### config.mk
export PLATFORM = sky130hd
export DESIGN_NAME = wb_dsp_equation_sequencer
export DESIGN_NICKNAME = d
export VERILOG_FILES = /design/src/rtl/wb_dsp_equation_sequencer.sv
export SDC_FILE = /design/constraint.sdc
export NUM_CORES = 1
export LEC_CHECK = 0
export ABC_AREA = 1
export ABC_CLOCK_PERIOD_IN_PS = 1920
export BUFFER_PORTS_ARGS = -buffer_cell sky130_fd_sc_hd__buf_2
export CORE_ASPECT_RATIO = 0.8
export CORE_UTILIZATION = 30
export CTS_CLUSTER_SIZE = 8
export DETAILED_ROUTE_END_ITERATION = 7
export SLEW_MARGIN = 10
export SYNTH_ARGS = -nofsm -noshare
export SYNTH_HDL_FRONTEND = slang
export SYNTH_SLANG_ARGS = --single-unit
### constraint.sdc
create_clock -name wb_clk -period 1.92 [get_ports wb_clk]
set_input_delay 0.096 -clock wb_clk [delete_from_list [all_inputs] [get_ports wb_clk]]
set_output_delay 0.096 -clock wb_clk [all_outputs]
set_load 0.01 [all_outputs]
### src/rtl/wb_dsp_equation_sequencer.sv
// Wishbone-driven equation sequencer: fetches a 4-word descriptor, dispatches it to a
// DSP engine, waits for the result with a timeout, and writes the result back.
module wb_dsp_equation_sequencer #(
    parameter int dw      = 32,
    parameter int aw      = 32,
    parameter int TIMEOUT = 1024
) (
    input  logic          wb_clk,
    input  logic          wb_rst,
    input  logic [dw-1:0] equation_address_reg,
    input  logic [dw-1:0] control_reg,
    output logic [dw-1:0] status_reg,
    output logic [aw-1:0] m_wb_adr_o,
    output logic [dw-1:0] m_wb_dat_o,
    output logic [3:0]    m_wb_sel_o,
    output logic          m_wb_we_o,
    output logic          m_wb_cyc_o,
    output logic          m_wb_stb_o,
    output logic [2:0]    m_wb_cti_o,
    output logic [1:0]    m_wb_bte_o,
    input  logic [dw-1:0] m_wb_dat_i,
    input  logic          m_wb_ack_i,
    input  logic          m_wb_err_i,
    output logic [7:0]    eq_type,
    output logic [dw-1:0] eq_src,
    output logic [dw-1:0] eq_dst,
    output logic [15:0]   eq_len,
    output logic          eq_start,
    input  logic          eq_done,
    input  logic [dw-1:0] eq_result,
    output logic          interrupt
);

    typedef enum logic [2:0] {
        ST_IDLE      = 3'd0,
        ST_FETCH     = 3'd1,
        ST_DISPATCH  = 3'd2,
        ST_WAIT      = 3'd3,
        ST_WRITEBACK = 3'd4,
        ST_COMPLETE  = 3'd5,
        ST_ERROR     = 3'd6
    } state_t;

    state_t        state_q, state_d;
    logic          start_prev;
    logic [dw-1:0] base_q;
    logic [1:0]    word_idx;
    logic [15:0]   wait_cnt;
    logic          bus_q, bus_d;
    logic          done_q, err_q, irq_q;

    logic start_edge, abort, ack_v, err_v, take_ack, timeout_hit;
    logic unused_ctrl;

    assign start_edge  = control_reg[0] & ~start_prev;
    assign abort       = control_reg[2];
    // Bus responses only count while a strobe is actually outstanding.
    assign ack_v       = bus_q & m_wb_ack_i;
    assign err_v       = bus_q & m_wb_err_i;
    assign take_ack    = ack_v & ~err_v & ~abort;
    assign timeout_hit = (({1'b0, wait_cnt} + 17'd1) == 17'(TIMEOUT));
    assign unused_ctrl = ^control_reg[dw-1:3];

    assign m_wb_cyc_o = bus_q;
    assign m_wb_stb_o = bus_q;
    assign m_wb_sel_o = bus_q ? 4'hF : 4'h0;
    assign m_wb_cti_o = '0;
    assign m_wb_bte_o = '0;
    assign interrupt  = irq_q;

    always_comb begin
        state_d  = state_q;
        bus_d    = 1'b0;
        eq_start = (state_q == ST_DISPATCH);
        case (state_q)
            ST_IDLE: begin
                if (start_edge) state_d = ST_FETCH;
            end
            ST_FETCH: begin
                if (abort || err_v)  state_d = ST_ERROR;
                else if (ack_v) begin
                    if (word_idx == 2'd3) state_d = ST_DISPATCH;
                end
                else                 bus_d = 1'b1;
            end
            ST_DISPATCH: begin
                state_d = abort ? ST_ERROR : ST_WAIT;
            end
            ST_WAIT: begin
                // Priority: abort, then eq_done, then timeout.
                if (abort)            state_d = ST_ERROR;
                else if (eq_done)     state_d = ST_WRITEBACK;
                else if (timeout_hit) state_d = ST_ERROR;
            end
            ST_WRITEBACK: begin
                if (abort || err_v) state_d = ST_ERROR;
                else if (ack_v)     state_d = ST_COMPLETE;
                else                bus_d = 1'b1;
            end
            ST_COMPLETE: begin
                state_d = abort ? ST_ERROR : ST_IDLE;
            end
            ST_ERROR: begin
                state_d = ST_IDLE;
            end
            default: begin
                state_d = ST_IDLE;
            end
        endcase
    end

    always_comb begin
        status_reg       = '0;
        status_reg[0]    = (state_q != ST_IDLE);
        status_reg[1]    = done_q;
        status_reg[2]    = err_q;
        status_reg[6:4]  = state_q;
        status_reg[15:8] = eq_type;
    end

    always_ff @(posedge wb_clk) begin
        if (wb_rst) begin
            state_q    <= ST_IDLE;
            start_prev <= 1'b0;
            base_q     <= '0;
            word_idx   <= '0;
            wait_cnt   <= '0;
            bus_q      <= 1'b0;
            done_q     <= 1'b0;
            err_q      <= 1'b0;
            irq_q      <= 1'b0;
            m_wb_adr_o <= '0;
            m_wb_dat_o <= '0;
            m_wb_we_o  <= 1'b0;
            eq_type    <= '0;
            eq_src     <= '0;
            eq_dst     <= '0;
            eq_len     <= '0;
        end else begin
            state_q    <= state_d;
            start_prev <= control_reg[0];
            bus_q      <= bus_d;
            wait_cnt   <= (state_q == ST_WAIT) ? wait_cnt + 16'd1 : '0;

            if (state_q == ST_IDLE && start_edge) begin
                base_q   <= equation_address_reg;
                word_idx <= '0;
                done_q   <= 1'b0;
                err_q    <= 1'b0;
                irq_q    <= 1'b0;
            end

            // Address and direction are set up on the cycle the strobe rises.
            if (bus_d && !bus_q) begin
                if (state_q == ST_WRITEBACK) begin
                    m_wb_adr_o <= aw'(base_q) + aw'(5'h10);
                    m_wb_we_o  <= 1'b1;
                end else begin
                    m_wb_adr_o <= aw'(base_q) + aw'({word_idx, 2'b00});
                    m_wb_we_o  <= 1'b0;
                end
            end

            if (state_q == ST_FETCH && take_ack) begin
                case (word_idx)
                    2'd0: begin
                        eq_type <= m_wb_dat_i[7:0];
                        eq_len  <= m_wb_dat_i[31:16];
                    end
                    2'd1:    eq_src <= m_wb_dat_i;
                    2'd2:    eq_dst <= m_wb_dat_i;
                    default: ;
                endcase
                word_idx <= word_idx + 2'd1;
            end

            if (state_q == ST_WAIT && eq_done && !abort)
                m_wb_dat_o <= eq_result;

            if (state_d == ST_COMPLETE && state_q != ST_COMPLETE) begin
                done_q <= 1'b1;
                if (control_reg[1]) irq_q <= 1'b1;
            end
            if (state_d == ST_ERROR && state_q != ST_ERROR) begin
                err_q <= 1'b1;
                if (control_reg[1]) irq_q <= 1'b1;
            end
        end
    end

endmodule

==> impl_metrics.toml, run 1 <==
[run_status]
status = "finished with violations"
violations = "setup timing"

[final_layout]
multiInputGateArea_um2 = 4330
regArea_um2 = 4240
final_common_cell = "buf_2"
nets = 1751
n_fill_cell = 2932
n_antenna_cell = 0
areaGrowthSynthToFinish_pct = 47.0
finish.instance_area_um2 = 13400
layout_common_cells = "277 x buf_2, 201 x dfxtp_1, 177 x nand2_1, 146 x a21oi_1, 133 x nor2_1"
final_util_pct = 45.3
drive_gt1_share_pct = 30.1

[synth]
syn-cell-area_um2 = 9110
yosysSeqAreaShare_pct = 46.4
synthFlopType = "dfxtp_1"
ys_ff_latch = 211
yosysWarnings = 0
synth_top_area_share_pct = 46.4
yosysTopAreaCell = "dfxtp_1"
synth.distinct_cells = 41
synthTopCellsByArea = "dfxtp_1 46%, a21oi_1 8.2%, nand2_1 7.8%"
synth-edff-count = 0
synth_area_per_cell_um2 = 7.57
syn_inst = 1204
synth-async-reset-ratio_pct = 0

[setup_path]
critPathRequiredTime_ns = 2.35
critPathMaxFanout = 3
start_kind = "register"
r2r_start = "word_idx[0]"
critPathLaunch = "word_idx[0]"
critical_path_class = "reg -> reg"
rrSetupSlack_ns = -0.05
arrival_ns = 2.41
end_kind = "register"

[pwr]
power.leakage_uw = 0.00587
ir_worst_vdd_v = 0.000756
power_density_nw_per_um2 = 930
finalPower_uw = 12500

[sta]
slew_headroom_pct = 61.8
drv_slew = 0
rsz0062_at_grt = "true"
fin_tns_setup_ns = -0.128
tightest_slew_ns = 0.572
fin_crit_sh_pct = 103
setup_viol = 5
fmax_ghz = 0.507
timing.final.ws_setup_ns = -0.0520
finalHoldViolCount = 0
fin_hold_ws_ns = 0.0516
skew_ns = 0.0262
min_period_ns = 1.97

[clocking]
cts_made_buffers = 30
clk_pin_slew_ns = 0.05
tritoncts = "done"
clk-insertion-delay-late_ns = 0.55
cts.path.max_buffers = 3
clockRootBuffer = "clkbuf_16"
clock_sinks = 211
h-tree-depth = 1

[worst_hold_path]
min_path_type = "in -> reg"
min_from = "m_wb_ack_i"

[route]
firstDrtPassIters = 6
vias = 9513
drc = 0
wl_per_cell_um = 15.1
totalWireLength_um = 30400
avgViaCountPerCell = 4.72
ant_nets = 0
first_iter_violations = 596

[global_routing]
grt_pass1_vias = 8641
grt_pass1_wl_um = 45000
grt_max_degree = 104
grt_usage_pct = 17.9
antenna_found_initial = 0
grt-ovfl-total = 0

[die]
coreArea_um2 = 29600
die_x_um = 197
dieArea_um2 = 31100
pin_count = 331
rows = 56
die_y_um = 158
start_util_pct = 30.8

[place]
gp_congestion = 0.859
dpl_cell_area_um2 = 11100
io_buffers = 278
dpl.hpwl_um = 19700

[job]
maxCapViolCount = 0
==> timing repair <==
action | 4_1_cts | 5_1_grt
endpoints found under the setup margin | 16 | 120
pin swaps | 13 | 31
buffers inserted | 8 | 17
gates cloned | 0 | 2
gates resized for setup | 15 | 55
hold buffers | 100 | 0
hold endpoints to repair | 156 | 0
==> critical path, cell delays in order (launching register included) <==
cell	delay, ns
dfxtp_2	0.35
ha_4	0.14
inv_2	0.04
fa_2	0.38
nand2_4	0.09
inv_4	0.04
nor3_4	0.18
nand2_4	0.10
nor2_4	0.12
nand2_4	0.07
o21ai_2	0.11
nand2_1	0.07
o221ai_2	0.13
inv_1	0.05
==> per-layer routing <==
layer | vias to the layer above | GRT usage [%] | routed length, um
met5 | - | 0 | 0
met4 | 0 | 3.99 | 567
met3 | 39 | 3.30 | 1950
met2 | 298 | 29.1 | 13800
met1 | 4463 | 24.6 | 14100
li1 | 4713 | - | -
==> logic make-up after synthesis <==
kind of cell,after synthesis,synth area share [%]
compound gates,271,15.7
simple gates,503,24.9
buf+inv,189,9.79
xor+xnor,19,1.83
other cells,1,0.0412
fa+ha+maj,10,1.46
flops,211,46.4
==> final timing paths <==
path                          to  cells after the start
setup reg to reg  m_wb_adr_o[28]                     13
setup / recovery  m_wb_adr_o[28]                     13
hold / removal        m_wb_cyc_o                      4
hold reg to reg        eq_len[0]                      2
==> final cells by class <==
class                           instances  share of cell area (%)
Timing Repair Buffer                  461                    24.0
Multi-Input combinational cell        826                    32.4
Clock buffer                           31                    5.63
Clock inverter                          2                   0.346
Sequential cell                       211                    31.6
Inverter                               78                    2.22
Tap cell                              406                    3.79
==> power breakdown <==
group / total [uW] / switching [uW] / internal [uW]
registers: 5070 / 284 / 4780
logic: 2670 / 1530 / 1140
clock network: 4720 / 1860 / 2860
==> cells in the mapped netlist, drive strengths merged (3+ instances only) <==
library cell,n
nand4,11
clkbuf,47
o21ai,104
nor3,17
o221ai,3
xor2,17
nand2,199
nand3b,4
nor4,8
a21oi,153
ha,9
dfxtp,211
nand3,112
buf,64
inv,78
a31oi,3
nor2,150
==> stage by stage <==
step	worst slack, ns	instances
CTS	-0.0680	1997
detailed placement	-0.172	1856
finish	-0.0520	2015
floorplan	-0.0637	1226
global placement	-0.187	1856
global route	-0.160	2015
==> state kept, by name, indices dropped and copies added, names as in the netlist, 2 cells and up <==
signal and count:
wait_cnt 16, base_q 32, eq_len 16, m_wb_adr_o 32, state_q 3, word_idx 2
eq_src 32, eq_dst 32, m_wb_dat_o 32, eq_type 8
Power figures use the tool's default switching activity.
==> inputs of run 2 (changes only) <==
--- a/config.mk
+++ b/config.mk
@@ -6,7 +6,7 @@
 export NUM_CORES = 1
 export LEC_CHECK = 0
 export ABC_AREA = 1
-export ABC_CLOCK_PERIOD_IN_PS = 1920
+export ABC_CLOCK_PERIOD_IN_PS = 2200
 export BUFFER_PORTS_ARGS = -buffer_cell sky130_fd_sc_hd__buf_2
 export CORE_ASPECT_RATIO = 0.8
 export CORE_UTILIZATION = 30
==> constraint.sdc (replaced) <==
create_clock -name wb_clk -period 2.2 [get_ports wb_clk]
set_input_delay 0.11 -clock wb_clk [delete_from_list [all_inputs] [get_ports wb_clk]]
set_output_delay 0.11 -clock wb_clk [all_outputs]
set_load 0.01 [all_outputs]
==> run 2 against run 1 <==
  * The run now ends clean
  * Sequential share of layout area is 1.7 points higher
  * Power is 15% lower
  * Non-clock buffer count is 45 lower
  * Die area stayed put
  * Register-to-register slack better by 0.17 ns
  * Largest cell class is now flip-flops and latches
  * Routed wire length is 3.4% lower
  * Via count is 2.9% lower
  * Utilization is 2.5 points lower
  * Critical path type unchanged
  * Hold slack better by 0.014 ns
==> impl_metrics.toml, run 2 (synthesized netlist as in run 1, its figures left out) <==
[run_status]
status = "completed"

[route]
firstDrtPassIters = 5
avgViaCountPerCell = 4.69
first_iter_violations = 617
ant_nets = 0
wl_per_cell_um = 14.9
vias = 9240
totalWireLength_um = 29400
drc = 0

[final_layout]
layout.cells.non_filler = 1972
nets = 1706
areaGrowthSynthToFinish_pct = 39.0
layout_common_cells = "277 x buf_2, 211 x dfxtp_1, 189 x nand2_1, 149 x a21oi_1, 139 x nor2_1"
drive_gt1_share_pct = 25.2
final_common_cell = "buf_2"
n_antenna_cell = 0

[setup_path]
start_kind = "register"
end_kind = "register"
rrSetupSlack_ns = 0.12
reg2regPathDepth = 11
critical_path_class = "reg -> reg"
arrival_ns = 2.53
r2r_end = "m_wb_adr_o[25]"
r2r_start = "word_idx[1]"
critPathMaxFanout = 4
critPathRequiredTime_ns = 2.65

[global_routing]
grt_pass1_wl_um = 45400
grt-ovfl-total = 0
grt_usage_pct = 18.1
grt_pass1_vias = 8727
grt_max_degree = 65
antenna_found_initial = 0

[pwr]
power.leakage_uw = 0.00549
ir_worst_vdd_v = 0.000567
power_density_nw_per_um2 = 833

[place]
gp_congestion = 0.870
place_worst_setup_slack_ns = 0.0987
dp.cells = 1837
io_buffers = 278
dpl.hpwl_um = 19700

[die]
coreArea_um2 = 29600
rows = 56
die_x_um = 197
pin_count = 331
die_y_um = 158
dieArea_um2 = 31100
start_util_pct = 30.8

[worst_hold_path]
min_from = "eq_done"
holdPathStages = 5
min_path_type = "in -> reg"
min_to = "state_q[2]"

[clocking]
clock_sinks = 211
clk_pin_slew_ns = 0.05
cts.path.max_buffers = 3
clk-insertion-delay-late_ns = 0.55
h-tree-depth = 1
tritoncts = "done"
cts_made_buffers = 30
clockRootBuffer = "clkbuf_16"

[sta]
fin_crit_sh_pct = 94.7
setup_viol = 0
finalHoldViolCount = 0
tightest_slew_ns = 0.682
fmax_ghz = 0.480
drv_slew = 0
skew_ns = 0.0152
timing.final.ws_setup_ns = 0.117
slew_headroom_pct = 54.5
min_period_ns = 2.08
rsz0062_at_grt = "true"

[job]
maxCapViolCount = 0
[run 2: cell types whose count changed in the layout (fill, tap and decap cells not counted), moves of 5 or more]
cell	before	now
buf_12	11	5
nand3_1	104	110
buf_4	64	34
nand3_2	7	2
nand2_2	17	7
dfxtp_1	201	211
nand2_1	177	189
nor2_1	133	139
dfxtp_2	9	0
buf_6	7	0
nor2_4	11	6
[run 2: cell type report]
class	count	area (um2)
Fill cell	3069	16900
Sequential cell	211	4220
Multi-Input combinational cell	826	4100
Timing Repair Buffer	416	2740
Clock buffer	34	776
Tap cell	406	508
Inverter	78	293
Clock inverter	1	16.3
[run 2: critical path, stage by stage (launching register included)]
cell and delay (ns):
dfxtp_1 0.30, buf_4 0.14, ha_1 0.27, a21oi_1 0.13, a21oi_2 0.22, nand2_1 0.12, nor3_2 0.28, nand2_1 0.12
xor2_1 0.19, nand2_1 0.07, o211ai_1 0.09, inv_1 0.05
[run 2: how the worst max path moves through the flow]
stage	from	endpoint	slack, ns	cells after the start
after detailed placement	base_q[2]	m_wb_adr_o[26]	0.1	11
after floorplan	word_idx[0]	m_wb_adr_o[28]	0.17	13
after global routing	wait_cnt[0]	interrupt	-0.06	16
final	word_idx[1]	m_wb_adr_o[25]	0.12	11
after global placement	base_q[2]	m_wb_adr_o[26]	0.13	11
after CTS	base_q[2]	m_wb_adr_o[18]	0.07	11
[run 2: power breakdown]
part,internal (uW),leakage (uW),switching (uW)
clock network,2430,0.000387,1650
registers,4170,0.00171,241
logic,828,0.00340,1240
[run 2: what timing repair did]
item / 4_1_cts / 5_1_grt
hold buffers: 100 / 0
endpoints found under the hold margin: 156 / 0
buffers inserted: 0 / 0
setup endpoints to repair: 0 / 15
resized for setup: 0 / 3
[run 2: metal layers]
| metal | global-route usage (%) | wire [um] | up-vias |
|---|---|---|---|
| met2 | 29.9 | 13500 | 274 |
| met1 | 23.8 | 13500 | 4301 |
| li1 | - | - | 4626 |
| met3 | 4.30 | 1860 | 39 |
| met4 | 4.54 | 575 | 0 |
| met5 | 0 | 0 | - |
[run 2: metrics by stage]
step / hold WS (ns) / TNS, ns / power [uW] / cell area, um2 / utilization, %
6_report: 0.0655 / 0 / 10600 / 12700 / 42.8
5_1_grt: 0.0729 / -0.0631 / 11100 / 12700 / 42.8
4_1_cts: 0.0239 / 0 / 10700 / 12700 / 42.8
3_5_place_dp: 0.354 / 0 / 6390 / 10900 / 36.7
3_3_place_gp: 0.341 / 0 / 6360 / 10900 / 36.7
2_1_floorplan: 0.245 / 0 / 5600 / 9190 / -
